## src/rtl/mem_arb_pkg.sv

```systemverilog
// Shared state/owner encodings and default sizing for the shared memory-port arbiters.
package mem_arb_pkg;

    localparam int unsigned LAT_DEF        = 1;
    localparam int unsigned MAX_STREAK_DEF = 4;
    localparam int unsigned CNT_W          = 4;

    typedef enum logic [1:0] {
        IDLE   = 2'd0,
        ACCESS = 2'd1,
        RESP   = 2'd2
    } state_e;

    typedef enum logic {
        OWN_IF = 1'b0,
        OWN_DM = 1'b1
    } owner_e;

endpackage

```

## src/rtl/mem_arbiter_if.sv

```systemverilog
// Request/ack bundle for the fetch and data requesters plus the shared memory port.
interface mem_arbiter_if #(
    parameter int unsigned AW = 16,
    parameter int unsigned DW = 16
);
    logic          if_req;
    logic [AW-1:0] if_addr;
    logic          if_ack;
    logic [DW-1:0] if_rdata;

    logic          dm_req;
    logic          dm_wr;
    logic [AW-1:0] dm_addr;
    logic [DW-1:0] dm_wdata;
    logic          dm_ack;
    logic [DW-1:0] dm_rdata;

    logic          mem_en;
    logic          mem_wr;
    logic [AW-1:0] mem_addr;
    logic [DW-1:0] mem_wdata;
    logic [DW-1:0] mem_rdata;

    logic          busy;

    modport slave (
        input  if_req, if_addr, dm_req, dm_wr, dm_addr, dm_wdata, mem_rdata,
        output if_ack, if_rdata, dm_ack, dm_rdata,
               mem_en, mem_wr, mem_addr, mem_wdata, busy
    );

    modport master (
        output if_req, if_addr, dm_req, dm_wr, dm_addr, dm_wdata, mem_rdata,
        input  if_ack, if_rdata, dm_ack, dm_rdata,
               mem_en, mem_wr, mem_addr, mem_wdata, busy
    );
endinterface

```

## src/rtl/arb_streak_ctr.sv

```systemverilog
// Saturating 4-bit streak counter; sat_o is high once MAX consecutive increments have accrued.
module arb_streak_ctr
    import mem_arb_pkg::*;
#(
    parameter int unsigned MAX = MAX_STREAK_DEF
) (
    input  logic clk,
    input  logic rst,
    input  logic inc_i,
    input  logic clr_i,
    output logic sat_o
);

    logic [CNT_W-1:0] cnt_q, cnt_d;
    logic             sat_q, sat_d;

    // clr wins over inc; sat is registered alongside the count it describes
    always_comb begin
        cnt_d = cnt_q;
        if (clr_i) begin
            cnt_d = '0;
        end else if (inc_i && (cnt_q != CNT_W'(MAX))) begin
            cnt_d = cnt_q + CNT_W'(1);
        end
        sat_d = (cnt_d == CNT_W'(MAX));
    end

    always_ff @(posedge clk or negedge rst) begin
        if (!rst) begin
            cnt_q <= '0;
            sat_q <= 1'b0;
        end else begin
            cnt_q <= cnt_d;
            sat_q <= sat_d;
        end
    end

    assign sat_o = sat_q;

endmodule

```

## src/rtl/mem_arbiter.sv

```systemverilog
// Shares one single-port memory between fetch (read-only) and data (read/write) requesters
// through a fixed-latency IDLE/ACCESS/RESP sequence; data has priority, bounded by a streak limit.
module mem_arbiter
    import mem_arb_pkg::*;
#(
    parameter int unsigned LAT        = LAT_DEF,
    parameter int unsigned MAX_STREAK = MAX_STREAK_DEF,
    parameter int unsigned AW         = 16,
    parameter int unsigned DW         = 16
) (
    input  logic          clk,
    input  logic          rst,
    mem_arbiter_if.slave  bus
);

    state_e           state_q, state_d;
    logic [CNT_W-1:0] count_q, count_d;
    owner_e           owner_q, owner_d;
    logic             wr_q, wr_d;
    logic [AW-1:0]    addr_q, addr_d;
    logic [DW-1:0]    wdata_q, wdata_d;
    logic [DW-1:0]    rdata_q, rdata_d;

    logic             mem_en_q, mem_en_d;
    logic             mem_wr_q, mem_wr_d;
    logic [AW-1:0]    mem_addr_q, mem_addr_d;
    logic [DW-1:0]    mem_wdata_q, mem_wdata_d;
    logic             if_ack_q, if_ack_d;
    logic [DW-1:0]    if_rdata_q, if_rdata_d;
    logic             dm_ack_q, dm_ack_d;
    logic [DW-1:0]    dm_rdata_q, dm_rdata_d;
    logic             busy_q, busy_d;

    logic             streak_inc, streak_clr, streak_sat;

    arb_streak_ctr #(
        .MAX   (MAX_STREAK)
    ) u_streak (
        .clk   (clk),
        .rst   (rst),
        .inc_i (streak_inc),
        .clr_i (streak_clr),
        .sat_o (streak_sat)
    );

    // Next-state, latch updates and next values of the registered outputs
    always_comb begin
        state_d    = state_q;
        count_d    = count_q;
        owner_d    = owner_q;
        wr_d       = wr_q;
        addr_d     = addr_q;
        wdata_d    = wdata_q;
        rdata_d    = rdata_q;
        streak_inc = 1'b0;
        streak_clr = 1'b0;

        unique case (state_q)
            IDLE: begin
                if (bus.dm_req && !(bus.if_req && streak_sat)) begin
                    state_d    = ACCESS;
                    count_d    = '0;
                    owner_d    = OWN_DM;
                    wr_d       = bus.dm_wr;
                    addr_d     = bus.dm_addr;
                    wdata_d    = bus.dm_wdata;
                    streak_inc = bus.if_req;
                    streak_clr = !bus.if_req;
                end else if (bus.if_req) begin
                    state_d    = ACCESS;
                    count_d    = '0;
                    owner_d    = OWN_IF;
                    wr_d       = 1'b0;
                    addr_d     = bus.if_addr;
                    wdata_d    = '0;
                    streak_clr = 1'b1;
                end
            end
            ACCESS: begin
                count_d = count_q + CNT_W'(1);
                if (count_q == CNT_W'(LAT - 1)) begin
                    rdata_d = wr_q ? '0 : bus.mem_rdata;
                    state_d = RESP;
                end
            end
            RESP: begin
                state_d = IDLE;
            end
            default: begin
                state_d = IDLE;
            end
        endcase

        // Outputs are computed from next-state so they register in step with the FSM
        mem_en_d    = (state_d == ACCESS);
        mem_wr_d    = mem_en_d && wr_d;
        mem_addr_d  = mem_en_d ? addr_d : '0;
        mem_wdata_d = mem_en_d ? wdata_d : '0;
        if_ack_d    = (state_d == RESP) && (owner_d == OWN_IF);
        dm_ack_d    = (state_d == RESP) && (owner_d == OWN_DM);
        if_rdata_d  = if_ack_d ? rdata_d : '0;
        dm_rdata_d  = dm_ack_d ? rdata_d : '0;
        busy_d      = (state_d != IDLE);
    end

    always_ff @(posedge clk or negedge rst) begin
        if (!rst) begin
            state_q     <= IDLE;
            count_q     <= '0;
            owner_q     <= OWN_IF;
            wr_q        <= 1'b0;
            addr_q      <= '0;
            wdata_q     <= '0;
            rdata_q     <= '0;
            mem_en_q    <= 1'b0;
            mem_wr_q    <= 1'b0;
            mem_addr_q  <= '0;
            mem_wdata_q <= '0;
            if_ack_q    <= 1'b0;
            if_rdata_q  <= '0;
            dm_ack_q    <= 1'b0;
            dm_rdata_q  <= '0;
            busy_q      <= 1'b0;
        end else begin
            state_q     <= state_d;
            count_q     <= count_d;
            owner_q     <= owner_d;
            wr_q        <= wr_d;
            addr_q      <= addr_d;
            wdata_q     <= wdata_d;
            rdata_q     <= rdata_d;
            mem_en_q    <= mem_en_d;
            mem_wr_q    <= mem_wr_d;
            mem_addr_q  <= mem_addr_d;
            mem_wdata_q <= mem_wdata_d;
            if_ack_q    <= if_ack_d;
            if_rdata_q  <= if_rdata_d;
            dm_ack_q    <= dm_ack_d;
            dm_rdata_q  <= dm_rdata_d;
            busy_q      <= busy_d;
        end
    end

    assign bus.mem_en    = mem_en_q;
    assign bus.mem_wr    = mem_wr_q;
    assign bus.mem_addr  = mem_addr_q;
    assign bus.mem_wdata = mem_wdata_q;
    assign bus.if_ack    = if_ack_q;
    assign bus.if_rdata  = if_rdata_q;
    assign bus.dm_ack    = dm_ack_q;
    assign bus.dm_rdata  = dm_rdata_q;
    assign bus.busy      = busy_q;

endmodule
```

## src/flat_wrapper.sv

```systemverilog
// flat-port wrapper written by rule: the top's interface ports become plain ports
module mem_arbiter_flat import mem_arb_pkg::*;
#(
    parameter int unsigned LAT        = LAT_DEF,
    parameter int unsigned MAX_STREAK = MAX_STREAK_DEF,
    parameter int unsigned AW         = 16,
    parameter int unsigned DW         = 16
)
  (clk, rst, bus_if_req, bus_if_addr, bus_dm_req, bus_dm_wr, bus_dm_addr, bus_dm_wdata, bus_mem_rdata, bus_if_ack, bus_if_rdata, bus_dm_ack, bus_dm_rdata, bus_mem_en, bus_mem_wr, bus_mem_addr, bus_mem_wdata, bus_busy);
  mem_arbiter_if #(.AW(AW), .DW(DW)) bus_i ();
  input  logic clk;
  input  logic rst;
  input wire logic [$bits(bus_i.if_req)-1:0] bus_if_req;
  input wire logic [$bits(bus_i.if_addr)-1:0] bus_if_addr;
  input wire logic [$bits(bus_i.dm_req)-1:0] bus_dm_req;
  input wire logic [$bits(bus_i.dm_wr)-1:0] bus_dm_wr;
  input wire logic [$bits(bus_i.dm_addr)-1:0] bus_dm_addr;
  input wire logic [$bits(bus_i.dm_wdata)-1:0] bus_dm_wdata;
  input wire logic [$bits(bus_i.mem_rdata)-1:0] bus_mem_rdata;
  output wire logic [$bits(bus_i.if_ack)-1:0] bus_if_ack;
  output wire logic [$bits(bus_i.if_rdata)-1:0] bus_if_rdata;
  output wire logic [$bits(bus_i.dm_ack)-1:0] bus_dm_ack;
  output wire logic [$bits(bus_i.dm_rdata)-1:0] bus_dm_rdata;
  output wire logic [$bits(bus_i.mem_en)-1:0] bus_mem_en;
  output wire logic [$bits(bus_i.mem_wr)-1:0] bus_mem_wr;
  output wire logic [$bits(bus_i.mem_addr)-1:0] bus_mem_addr;
  output wire logic [$bits(bus_i.mem_wdata)-1:0] bus_mem_wdata;
  output wire logic [$bits(bus_i.busy)-1:0] bus_busy;
  assign bus_i.if_req = bus_if_req;
  assign bus_i.if_addr = bus_if_addr;
  assign bus_i.dm_req = bus_dm_req;
  assign bus_i.dm_wr = bus_dm_wr;
  assign bus_i.dm_addr = bus_dm_addr;
  assign bus_i.dm_wdata = bus_dm_wdata;
  assign bus_i.mem_rdata = bus_mem_rdata;
  assign bus_if_ack = bus_i.if_ack;
  assign bus_if_rdata = bus_i.if_rdata;
  assign bus_dm_ack = bus_i.dm_ack;
  assign bus_dm_rdata = bus_i.dm_rdata;
  assign bus_mem_en = bus_i.mem_en;
  assign bus_mem_wr = bus_i.mem_wr;
  assign bus_mem_addr = bus_i.mem_addr;
  assign bus_mem_wdata = bus_i.mem_wdata;
  assign bus_busy = bus_i.busy;
  mem_arbiter #(.LAT(LAT), .MAX_STREAK(MAX_STREAK), .AW(AW), .DW(DW)) u_core (.clk(clk), .rst(rst), .bus(bus_i));
endmodule
```

## config.mk

```make
export PLATFORM = sky130hd
export DESIGN_NAME = mem_arbiter_flat
export DESIGN_NICKNAME = d
export VERILOG_FILES = /design/src/rtl/mem_arb_pkg.sv /design/src/rtl/mem_arbiter_if.sv /design/src/rtl/arb_streak_ctr.sv /design/src/rtl/mem_arbiter.sv /design/src/flat_wrapper.sv
export SDC_FILE = /design/constraint.sdc
export NUM_CORES = 1
export LEC_CHECK = 0
export CAP_MARGIN = 40
export CELL_PAD_IN_SITES_DETAIL_PLACEMENT = 1
export CELL_PAD_IN_SITES_GLOBAL_PLACEMENT = 2
export CORE_MARGIN = 2
export CORE_UTILIZATION = 27
export CTS_BUF_LIST = sky130_fd_sc_hd__clkbuf_16
export DETAILED_ROUTE_END_ITERATION = 12
export PLACE_DENSITY_LB_ADDON = 0.1
export SLEW_MARGIN = 20
export SYNTH_ARGS = -nofsm -noshare
export SYNTH_HDL_FRONTEND = slang
export SYNTH_SLANG_ARGS = --single-unit
```

## constraint.sdc

```tcl
create_clock -name clk -period 2.1 [get_ports clk]
set_clock_uncertainty 0.2 [all_clocks]
set_input_delay 0.42 -clock clk [delete_from_list [all_inputs] [get_ports clk]]
set_output_delay 0.42 -clock clk [all_outputs]
set_load 0.05 [all_outputs]
```

==> out/summary.txt <==
register area share after synthesis - 67.9%
Vias - 3463
die width - 137 um
clk_lat worst skew - 0.41 ns
Int Pwr - 6.85 mW
Max VDD drop - 0.000613 V
number of remaining DRC errors - 0
area leader, netlist - dfrtp_1
ys flop type - dfrtp_1
H-tree depth - 4
worst min path class - in -> async
total number of yosys warnings - 0
Core Area - 17300 um^2
worst-path fanout max - 9
Final Cycle Share - 94.2%
Die ar. - 18800 um^2
RePlAce Congestion - 0.715
clock network power share - 25.3%
# IOs - 138
WP data required - 2.25 ns
synthesized area - 4790 um^2
setup bufs post-CTS - 0
max_cap viols - 0
sequential share of power - 32.8%
total CTS buffers - 17
Critical Path AT - 2.13 ns
Slew HR - 51.7%
initial antenna violation count - 0
DR iter-0 viols - 149
Clk pin slew, worst setup/hold paths - 0.06 ns
Synth async-reset ratio - 100%
Antenna Nets Post-Route - 0
syn_area_per_cell - 12.1 um^2
r2r setup slk - 0.12 ns
clk root buf - clkbuf_16
post-DP HPWL - 8490 um
Max Buffers Root-to-Sink - 2
status - finished clean
switching portion of total power - 40.1%
largest net degree at the start of global routing - 65
WL per Instance - 15.8 um
Multi-input gate area - 1250 um^2
post-route setup TNS - 0 ns
Reg area - 3250 um^2
EDFF count, synth - 0
first-pass GRT wire length - 20200 um
Worst R2R End - u_core.bus.dm_rdata[11]
Critical-path top delay cell - or3b_4
worst hold slack - 0.252 ns
syn_nets - 469
Initial Utilization - 27.7%
final hold violation count - 0
CP peak stage delay - 0.42 ns
DP Cell Count - 757
total iterations of the first detailed-routing run - 6
Leak - 3.65 nW
Tmin final - 1.98 ns
sw power - 4.58 mW
Comb pwr share - 41.9%
GRT overflow - 0
# rows - 48
Clock Sink Count - 130
Fill cells - 1850
Die Ht - 137 um
FF-to-FF path depth - 7
RSZ-0062 raised after global routing - true
final net count - 626
Worst setup SP type - flop
Cell Pwr Density - 1610 nW/um^2
Cell variety after synth - 41
worst path cell trace - inv_1 > ha_1 > or3b_4 > buf_4 > nor4_1 > a21oi_1 > nor2_2
non-filler cells, final - 789
vias in the first global route - 3807
layout cells sized above 1 - 17.7%
diodes inserted - 0
# setup viols final - 0
launch point of the worst reg-to-reg path - u_core.count_q[0]
Max Slew Vio Count - 0
Yosys top cell area share - 67.9%
Setup CP Type - reg -> reg
Buffers on Ports - 137
WL final - 12500 um
post-synthesis sequential element count - 130
Via density - 4.39
largest cells by area after synthesis - dfrtp_1, inv_1, nor2_1
total track usage - 14.3%
worst slew pin tran - 0.725 ns
critical path capture point type - flop
synthesis-to-layout area growth - 48.3%
CTS tree - done
Fmax - 506 MHz
Mapped Cells - 395
## kinds of logic (layout without fill, tap and decap cells)
kind of cell               Yosys count  in the layout  synth area share, %
adders and majority gates            5              5                 1.31
muxes                                3              3                0.627
xor gates and xnor gates             2              2                0.366
DFF                                130            130                 67.9
and+or+nand+nor                    108            108                 12.0
buffers and inverters               79            248                 7.08
AOI/OAI and AO/OA                   68             68                 10.8
## worst max path at each step
stage	start	to	slack [ns]
after global routing	u_core.count_q[0]	u_core.bus.dm_rdata[13]	-0.03
after global placement	bus_dm_req	u_core.u_streak.sat_o	-0.17
after floorplan	u_core.count_q[0]	u_core.bus.mem_wdata[10]	0.13
final	u_core.count_q[0]	u_core.bus.dm_rdata[11]	0.12
after detailed placement	bus_dm_req	u_core.u_streak.sat_o	-0.32
after CTS	u_core.count_q[0]	u_core.bus.if_rdata[12]	0.01
## per-layer routing
metal	up-vias	track usage (%)	share of wire, %
met5	-	0	0
met4	0	5.67	1.5
met3	14	5.45	8.8
met2	112	23.4	48
met1	1710	16.8	42
li1	1627	-	-
## cells in the mapped netlist (3+ instances only)
library cell	count
a21oi_1	22
a222oi_1	15
a22o_1	17
and2_1	18
and3_1	3
buf_2	13
buf_6	3
clkbuf_1	5
dfrtp_1	130
ha_1	5
inv_1	54
mux2i_1	3
nand2_1	4
nor2_1	43
nor2_2	10
nor4_1	15
o21a_1	3
o21ai_0	4
## critical path: cells and delay by family, from the launching register on
kind,cells,cell delay (ns)
compound gates,1,0.12
simple gates,3,0.73
flops,1,0.39
fa+ha+maj,1,0.17
buf+inv,2,0.30
## per-stage QoR
stage                     setup WS, ns  area, um^2  total power, mW  util [%]
final                            0.122        7100             11.4      41.1
after global routing           -0.0255        7100             12.2      41.1
after CTS                       0.0135        7060             11.6      40.8
after detailed placement        -0.316        6530             8.76      37.7
after global placement          -0.173        6530             8.65      37.7
after floorplan                  0.128        4790             6.94         -
## flip-flops by register name, indices dropped and copies added (netlist names), 2 cells and up
signal	count
u_core.rdata_q	16
u_core.u_streak.cnt_q	4
u_core.addr_q	16
u_core.bus.mem_addr	16
u_core.bus.if_rdata	16
u_core.bus.mem_wdata	16
u_core.wdata_q	16
u_core.state_q	2
u_core.bus.dm_rdata	16
u_core.count_q	4
## power groups by stage
stage	logic [mW]	registers, mW	clock network (mW)
6_report	4.79	3.75	2.89
5_1_grt	5.22	3.87	3.08
4_1_cts	4.84	3.76	2.99
3_5_place_dp	4.96	3.79	0
3_3_place_gp	4.87	3.78	0
2_1_floorplan	1.92	5.01	0
## layout by cell type, fill, tap and decap left out, drive strengths merged, types with 15 or more instances in the layout
master,count
buf,52
a21oi,23
dlygate4sd2,41
and2,18
a222oi,15
inv,58
dfrtp,130
nor2,53
clkdlybuf4s50,67
nor4,15
clkbuf,17
a22o,17
## cell type report
type / count / share of cell area (%)
sequential: 130 / 45.8
clock buffer: 17 / 5.99
tap: 225 / 3.96
multi-input combinational: 186 / 17.6
inverter: 56 / 2.96
timing repair buffer: 161 / 21.6
clock inverter: 14 / 2.10
## repair_timing
action / 4_1_cts / 5_1_grt
hold endpoints to repair: 26 / 0
hold buffers: 1 / 0
setup endpoints to repair: 41 / 85
gates resized for setup: 41 / 8
(Power assumes the default switching activity.)
